`config.mk`:
```
export PLATFORM = sky130hd
export DESIGN_NAME = mem_access_unit
export DESIGN_NICKNAME = d
export VERILOG_FILES = /design/src/rtl/mem_pkg.sv /design/src/rtl/load_extend.sv /design/src/rtl/mem_access_unit.sv
export SDC_FILE = /design/constraint.sdc
export NUM_CORES = 1
export LEC_CHECK = 0
export ABC_CLOCK_PERIOD_IN_PS = 1900
export BUFFER_PORTS_ARGS = -buffer_cell sky130_fd_sc_hd__buf_2
export CAP_MARGIN = 10
export CORE_MARGIN = 2
export CORE_UTILIZATION = 50
export DETAILED_ROUTE_END_ITERATION = 8
export HOLD_SLACK_MARGIN = 0.05
export PLACE_DENSITY = 0.93
export SETUP_SLACK_MARGIN = 0.4
export SYNTH_ARGS = -nofsm -noshare
export SYNTH_HDL_FRONTEND = slang
export SYNTH_HIERARCHICAL = 1
export SYNTH_SLANG_ARGS = --single-unit
```
`constraint.sdc`:
```
create_clock -name clk -period 1.9 [get_ports clk]
set_input_delay 0.19 -clock clk [delete_from_list [all_inputs] [get_ports clk]]
set_output_delay 0.19 -clock clk [all_outputs]
set_load 0.01 [all_outputs]
```
`src/rtl/mem_pkg.sv`:
```
// Shared definitions for the MEM-stage access unit: funct3 load/store codes,
// FSM states and timeout counter sizing.
package mem_pkg;

    localparam logic [2:0] LB  = 3'b000;
    localparam logic [2:0] LH  = 3'b001;
    localparam logic [2:0] LW  = 3'b010;
    localparam logic [2:0] LBU = 3'b100;
    localparam logic [2:0] LHU = 3'b101;
    localparam logic [2:0] SB  = 3'b000;
    localparam logic [2:0] SH  = 3'b001;
    localparam logic [2:0] SW  = 3'b010;

    localparam int unsigned TIMEOUT_DEF = 16;

    typedef enum logic {
        IDLE   = 1'b0,
        ACCESS = 1'b1
    } state_e;

    function automatic int unsigned to_cnt_w(input int unsigned timeout);
        return (timeout > 1) ? $clog2(timeout) : 1;
    endfunction

endpackage

```
`src/rtl/load_extend.sv`:
```
// Load data alignment: picks the addressed byte/halfword lane of a read word
// and sign- or zero-extends it according to funct3.
module load_extend
    import mem_pkg::*;
#(
    parameter int unsigned WIDTH = 32
) (
    input  logic [WIDTH-1:0] rdata,
    input  logic [1:0]       addr_lo,
    input  logic [2:0]       funct3,
    output logic [WIDTH-1:0] data_c
);

    logic [7:0]  byte_sel;
    logic [15:0] half_sel;

    always_comb begin
        byte_sel = rdata[7:0];
        half_sel = rdata[15:0];
        data_c   = rdata;

        case (addr_lo)
            2'd0:    byte_sel = rdata[7:0];
            2'd1:    byte_sel = rdata[15:8];
            2'd2:    byte_sel = rdata[23:16];
            default: byte_sel = rdata[31:24];
        endcase
        half_sel = addr_lo[1] ? rdata[31:16] : rdata[15:0];

        case (funct3)
            LB:      data_c = {{(WIDTH-8){byte_sel[7]}}, byte_sel};
            LH:      data_c = {{(WIDTH-16){half_sel[15]}}, half_sel};
            LBU:     data_c = {{(WIDTH-8){1'b0}}, byte_sel};
            LHU:     data_c = {{(WIDTH-16){1'b0}}, half_sel};
            default: data_c = rdata;
        endcase
    end

endmodule

```
`src/rtl/mem_access_unit.sv`:
```
// MEM-stage access unit: issues data-memory loads/stores over req/ack, stalls the
// upstream pipeline while an access is outstanding and registers MEM/WB results.
module mem_access_unit
    import mem_pkg::*;
#(
    parameter int unsigned WIDTH   = 32,
    parameter int unsigned TIMEOUT = TIMEOUT_DEF
) (
    input  logic             clk,
    input  logic             reset,
    input  logic             in_valid,
    input  logic             MemtoReg,
    input  logic             RegWrite,
    input  logic             MemRead,
    input  logic             MemWrite,
    input  logic [WIDTH-1:0] ALU_Result,
    input  logic [WIDTH-1:0] WrData,
    input  logic [WIDTH-1:0] instr,
    input  logic [WIDTH-1:0] PC,
    output logic             mem_req,
    output logic             mem_we,
    output logic [WIDTH-1:0] mem_addr,
    output logic [3:0]       mem_be,
    output logic [WIDTH-1:0] mem_wdata,
    input  logic             mem_ack,
    input  logic [WIDTH-1:0] mem_rdata,
    output logic             stall_o,
    output logic             wb_valid_o,
    output logic             RegWrite_o,
    output logic             MemtoReg_o,
    output logic [WIDTH-1:0] ALU_Result_o,
    output logic [WIDTH-1:0] ReadData_o,
    output logic [4:0]       rd_o,
    output logic [WIDTH-1:0] PC_o,
    output logic             misalign_o,
    output logic             bus_err_o
);

    localparam int unsigned      CNT_W    = to_cnt_w(TIMEOUT);
    localparam logic [CNT_W-1:0] CNT_LAST = CNT_W'(TIMEOUT - 1);

    state_e           state_q, state_d;
    logic [CNT_W-1:0] cnt_q, cnt_d;
    logic             mem_req_q, mem_req_d;
    logic             acc_we_q, acc_we_d;
    logic [3:0]       acc_be_q, acc_be_d;
    logic [WIDTH-1:0] acc_wdata_q, acc_wdata_d;
    logic [WIDTH-1:0] acc_alu_q, acc_alu_d;
    logic [2:0]       acc_f3_q, acc_f3_d;
    logic [4:0]       acc_rd_q, acc_rd_d;
    logic [WIDTH-1:0] acc_pc_q, acc_pc_d;
    logic             acc_regwrite_q, acc_regwrite_d;
    logic             acc_memtoreg_q, acc_memtoreg_d;
    logic             wb_valid_q, wb_valid_d;
    logic             regwrite_q, regwrite_d;
    logic             memtoreg_q, memtoreg_d;
    logic [WIDTH-1:0] alu_q, alu_d;
    logic [WIDTH-1:0] rdata_q, rdata_d;
    logic [4:0]       rd_q, rd_d;
    logic [WIDTH-1:0] pc_q, pc_d;
    logic             misalign_q, misalign_d;
    logic             bus_err_q, bus_err_d;

    logic [2:0]       f3;
    logic [1:0]       lo;
    logic             is_mem, legal, aligned, issue_ok, stall_c;
    logic [3:0]       be_c;
    logic [WIDTH-1:0] wdata_c, ext_c;
    logic             unused_instr;

    assign unused_instr = ^{instr[WIDTH-1:15], instr[6:0]};

    load_extend #(.WIDTH(WIDTH)) u_load_extend (
        .rdata   (mem_rdata),
        .addr_lo (acc_alu_q[1:0]),
        .funct3  (acc_f3_q),
        .data_c  (ext_c)
    );

    // Decode of the instruction sitting in EX/MEM: legality, alignment, lanes.
    always_comb begin
        f3       = instr[14:12];
        lo       = ALU_Result[1:0];
        is_mem   = MemRead | MemWrite;
        legal    = MemWrite ? (f3 inside {SB, SH, SW}) : (f3 inside {LB, LH, LW, LBU, LHU});
        case (f3[1:0])
            2'b00:   aligned = 1'b1;
            2'b01:   aligned = ~lo[0];
            default: aligned = (lo == 2'b00);
        endcase
        issue_ok = legal & aligned;
        be_c     = 4'b1111;
        wdata_c  = WrData;
        if (MemWrite) begin
            case (f3[1:0])
                2'b00: begin
                    be_c    = 4'b0001 << lo;
                    wdata_c = WIDTH'({4{WrData[7:0]}});
                end
                2'b01: begin
                    be_c    = lo[1] ? 4'b1100 : 4'b0011;
                    wdata_c = WIDTH'({2{WrData[15:0]}});
                end
                default: ;
            endcase
        end
    end

    // Next-state and write-back selection; write-back fields default to a bubble.
    always_comb begin
        state_d        = state_q;
        cnt_d          = cnt_q;
        mem_req_d      = 1'b0;
        acc_we_d       = acc_we_q;
        acc_be_d       = acc_be_q;
        acc_wdata_d    = acc_wdata_q;
        acc_alu_d      = acc_alu_q;
        acc_f3_d       = acc_f3_q;
        acc_rd_d       = acc_rd_q;
        acc_pc_d       = acc_pc_q;
        acc_regwrite_d = acc_regwrite_q;
        acc_memtoreg_d = acc_memtoreg_q;
        wb_valid_d     = 1'b0;
        regwrite_d     = 1'b0;
        memtoreg_d     = 1'b0;
        alu_d          = '0;
        rdata_d        = '0;
        rd_d           = '0;
        pc_d           = '0;
        misalign_d     = 1'b0;
        bus_err_d      = 1'b0;
        stall_c        = 1'b0;

        case (state_q)
            IDLE: begin
                if (in_valid && is_mem && issue_ok) begin
                    stall_c        = 1'b1;
                    state_d        = ACCESS;
                    cnt_d          = '0;
                    mem_req_d      = 1'b1;
                    acc_we_d       = MemWrite;
                    acc_be_d       = be_c;
                    acc_wdata_d    = wdata_c;
                    acc_alu_d      = ALU_Result;
                    acc_f3_d       = f3;
                    acc_rd_d       = instr[11:7];
                    acc_pc_d       = PC;
                    acc_regwrite_d = RegWrite;
                    acc_memtoreg_d = MemtoReg;
                end else if (in_valid) begin
                    wb_valid_d = 1'b1;
                    regwrite_d = RegWrite & ~is_mem;
                    misalign_d = is_mem;
                    memtoreg_d = MemtoReg;
                    alu_d      = ALU_Result;
                    rd_d       = instr[11:7];
                    pc_d       = PC;
                end
            end
            ACCESS: begin
                mem_req_d = 1'b1;
                if (mem_ack || cnt_q == CNT_LAST) begin
                    state_d    = IDLE;
                    mem_req_d  = 1'b0;
                    wb_valid_d = 1'b1;
                    memtoreg_d = acc_memtoreg_q;
                    alu_d      = acc_alu_q;
                    rd_d       = acc_rd_q;
                    pc_d       = acc_pc_q;
                    if (mem_ack) begin
                        regwrite_d = acc_regwrite_q & ~acc_we_q;
                        rdata_d    = acc_we_q ? '0 : ext_c;
                    end else begin
                        bus_err_d = 1'b1;
                    end
                end else begin
                    stall_c = 1'b1;
                    cnt_d   = cnt_q + CNT_W'(1);
                end
            end
            default: state_d = IDLE;
        endcase
    end

    always_ff @(posedge clk or negedge reset) begin
        if (!reset) begin
            state_q        <= IDLE;
            cnt_q          <= '0;
            mem_req_q      <= 1'b0;
            acc_we_q       <= 1'b0;
            acc_be_q       <= '0;
            acc_wdata_q    <= '0;
            acc_alu_q      <= '0;
            acc_f3_q       <= '0;
            acc_rd_q       <= '0;
            acc_pc_q       <= '0;
            acc_regwrite_q <= 1'b0;
            acc_memtoreg_q <= 1'b0;
            wb_valid_q     <= 1'b0;
            regwrite_q     <= 1'b0;
            memtoreg_q     <= 1'b0;
            alu_q          <= '0;
            rdata_q        <= '0;
            rd_q           <= '0;
            pc_q           <= '0;
            misalign_q     <= 1'b0;
            bus_err_q      <= 1'b0;
        end else begin
            state_q        <= state_d;
            cnt_q          <= cnt_d;
            mem_req_q      <= mem_req_d;
            acc_we_q       <= acc_we_d;
            acc_be_q       <= acc_be_d;
            acc_wdata_q    <= acc_wdata_d;
            acc_alu_q      <= acc_alu_d;
            acc_f3_q       <= acc_f3_d;
            acc_rd_q       <= acc_rd_d;
            acc_pc_q       <= acc_pc_d;
            acc_regwrite_q <= acc_regwrite_d;
            acc_memtoreg_q <= acc_memtoreg_d;
            wb_valid_q     <= wb_valid_d;
            regwrite_q     <= regwrite_d;
            memtoreg_q     <= memtoreg_d;
            alu_q          <= alu_d;
            rdata_q        <= rdata_d;
            rd_q           <= rd_d;
            pc_q           <= pc_d;
            misalign_q     <= misalign_d;
            bus_err_q      <= bus_err_d;
        end
    end

    // Stall is the only combinational output; held low while reset is asserted.
    assign stall_o      = reset & stall_c;
    assign mem_req      = mem_req_q;
    assign mem_we       = acc_we_q;
    assign mem_addr     = {acc_alu_q[WIDTH-1:2], 2'b00};
    assign mem_be       = acc_be_q;
    assign mem_wdata    = acc_wdata_q;
    assign wb_valid_o   = wb_valid_q;
    assign RegWrite_o   = regwrite_q;
    assign MemtoReg_o   = memtoreg_q;
    assign ALU_Result_o = alu_q;
    assign ReadData_o   = rdata_q;
    assign rd_o         = rd_q;
    assign PC_o         = pc_q;
    assign misalign_o   = misalign_q;
    assign bus_err_o    = bus_err_q;

endmodule

```
==> qor.csv <==
metric,value,unit
Synth Area in Compound Gates,13.0,%
mapped cell area,9340,um^2
TritonRoute pass-1 iters,5,
I/O pin total,345,
Leakage,7.26,nW
Synth Instances,752,
status,"finished, final reports clean",
area grow syn2layout,49.5,%
final hold slack,0.0310,ns
clock sinks,222,
ys flop type,dfrtp_1,
"EDFF count, synth",0,
WL met1,11800,um
top sig layer,met5,
Max transition margin,35.3,%
largest area contributor in the netlist,dfrtp_1,
TritonCTS buffer count,23,
routed wl met2,17400,um
Root Buffer,clkbuf_16,
RSZ-0062 raised after global routing,yes,
Synth Area in Simple Gates,8.56,%
CP startpoint kind,flop,
DP HPWL,16500,um
Yosys top cell area share,59.5,%
Pwr Density,1100,nW/um^2
# DRC,0,
met3 routed WL,2680,um
post-synth cell types,43,
Clock Skew,0.00903,ns
post-synthesis adder-cell area fraction,0.134,%
WP data required,2.28,ns
max-cap viol count,0,
Final Power,15.4,mW
fmax,0.530,GHz
post-route ant nets,0,
Tot GR Track Use,29.5,%
die width,141,um
worst-skew pair later-pin latency,0.50,ns
gr ovfl total,0,
maximum vdd ir drop,764,uV
CP Class,reg -> reg,
first-pass GRT wire length,46000,um
asr flop ratio synth,100,%
RePlAce Congestion,0.893,
CTS tree,built,
DR WL/cell,23.4,um
deepest level of the CTS H-tree,1,
"commonest non-fill, non-tap cell in the layout",buf_2,
critical path capture point type,flop,
die height,141,um
final core occ,77.0,%
DR vias,8235,
Die ar.,19800,um^2
"Slew Viols, Final",0,
Syn. warnings,6,
share of cells above drive strength 1,46.2,%
final hold viol count,0,
initial antenna violation count,3,
setup violators final,0,
post-synthesis xor/xnor area fraction,0.0937,%
vias in the first global route,8520,
Port Buffer Count,318,
crit-path max FO,8,
core footprint,18100,um^2
fin nets,1355,
multiplexer share of the synthesized area,13.3,%
sequential share of the synthesized area,59.5,%
worst endpoint data arrival time,2.27,ns
Final period util,99.3,%
Synth Register Bits,222,
worst hold path type,in -> async,
num rows,49,
largest family of logic cells by synthesized area,multiplexers,
final wirelength,33600,um
worst-margin pin slew,0.970,ns
"Clk pin slew, worst setup/hold paths",0.06,ns
Avg Vias per Cell,5.74,
most frequent cells in the layout,"316 x buf_2, 218 x dfrtp_1, 116 x dlygate4sd3_1, 69 x a22o_1, 57 x nand2_1",
largest cells by area after synthesis,"dfrtp_1 59%, mux2_2 7.7%, a22o_1 6.6%",
largest net degree at the start of global routing,99,
syn_area_per_cell,12.4,um^2
Initial Utilization,51.5,%
fin crit period,1.89,ns
Initial DRC Count,632,
Longest Clk Path Bufs,3,
through the flow:
step	setup slack (ns)	instances	setup TNS [ns]	cell area, um^2
floorplan	0.227	753	0	9510
global placement	0.0834	1236	0	11000
detailed placement	0.0302	1236	0	11000
CTS	0.0512	1410	0	13200
global route	-0.0389	1434	-0.0879	14000
finish	0.0126	1434	0	14000
area by class of cell:
type                    count  area, um^2
flip-flops and latches    222        5560
fillers                  1028        4180
multi-input cells         443        3730
repair buffers            489        3560
clock buffers              30         652
well taps                 229         287
clock inverters            12         149
inverters                   7        26.3
diodes                      2        5.00
worst max-delay path: stages, from the launching register on:
cell and delay, ns:
dfrtp_1 0.39, ha_2 0.20, and3_4 0.19, buf_4 0.13
buf_6 0.11, o21a_4 0.30, buf_12 0.18, or2_2 0.26
cells in the mapped netlist, drive strengths merged (10+ instances only):
cell type  count
nor2          17
mux2i         25
and2          33
dfrtp        222
nor2b         21
nand2         68
clkbuf        29
mux2          82
a21oi         10
buf           54
a22o          70
o21ai         62
path summary, 6_finish.rpt:
path                                from  depth (start not counted)  slack, ns               end
max                             cnt_q[0]                          7       0.01        wb_valid_o
min                                reset                          2       0.03  ALU_Result_o[26]
max reg2reg                     cnt_q[0]                          7       0.01        wb_valid_o
min reg2reg                  acc_pc_q[2]                          1       0.48           PC_o[2]
max in group asynchronous          reset                          3       0.71      acc_alu_q[4]
min in group clk           ALU_Result[1]                          2       0.07   ALU_Result_o[1]
repair_timing:
item	4_1_cts	5_1_grt
hold buffers	117	0
cloned	3	14
pin swaps	7	14
setup endpoints to repair	170	315
resized for setup	44	129
setup buffers	12	8
hold endpoints to repair	403	0
metal layers:
layer | track usage, % | vias up
li1 | - | 3494
met1 | 33.6 | 4062
met2 | 53.9 | 543
met3 | 6.28 | 134
met4 | 12.4 | 2
met5 | 0 | -
sequential cells by signal, indices dropped and copies added (netlist names), 5 cells and up:
| register | cells |
|---|---|
| rd_o | 5 |
| ReadData_o | 32 |
| mem_wdata | 32 |
| acc_rd_q | 5 |
| acc_pc_q | 32 |
| acc_alu_q | 32 |
| ALU_Result_o | 32 |
| PC_o | 32 |
cell families after synthesis:
logic type | count (synthesis)
other cells | 1
compound gates | 169
flops | 222
fa+ha+maj | 1
mux | 107
xor+xnor | 1
simple gates | 161
buf+inv | 90
power by group:
group	leakage [nW]	internal [mW]	switching, mW
registers	2.82	5.62	0.636
logic	4.04	2.23	2.14
clock network	0.397	2.84	1.94
Note: power is estimated with default switching activity, not from simulation.
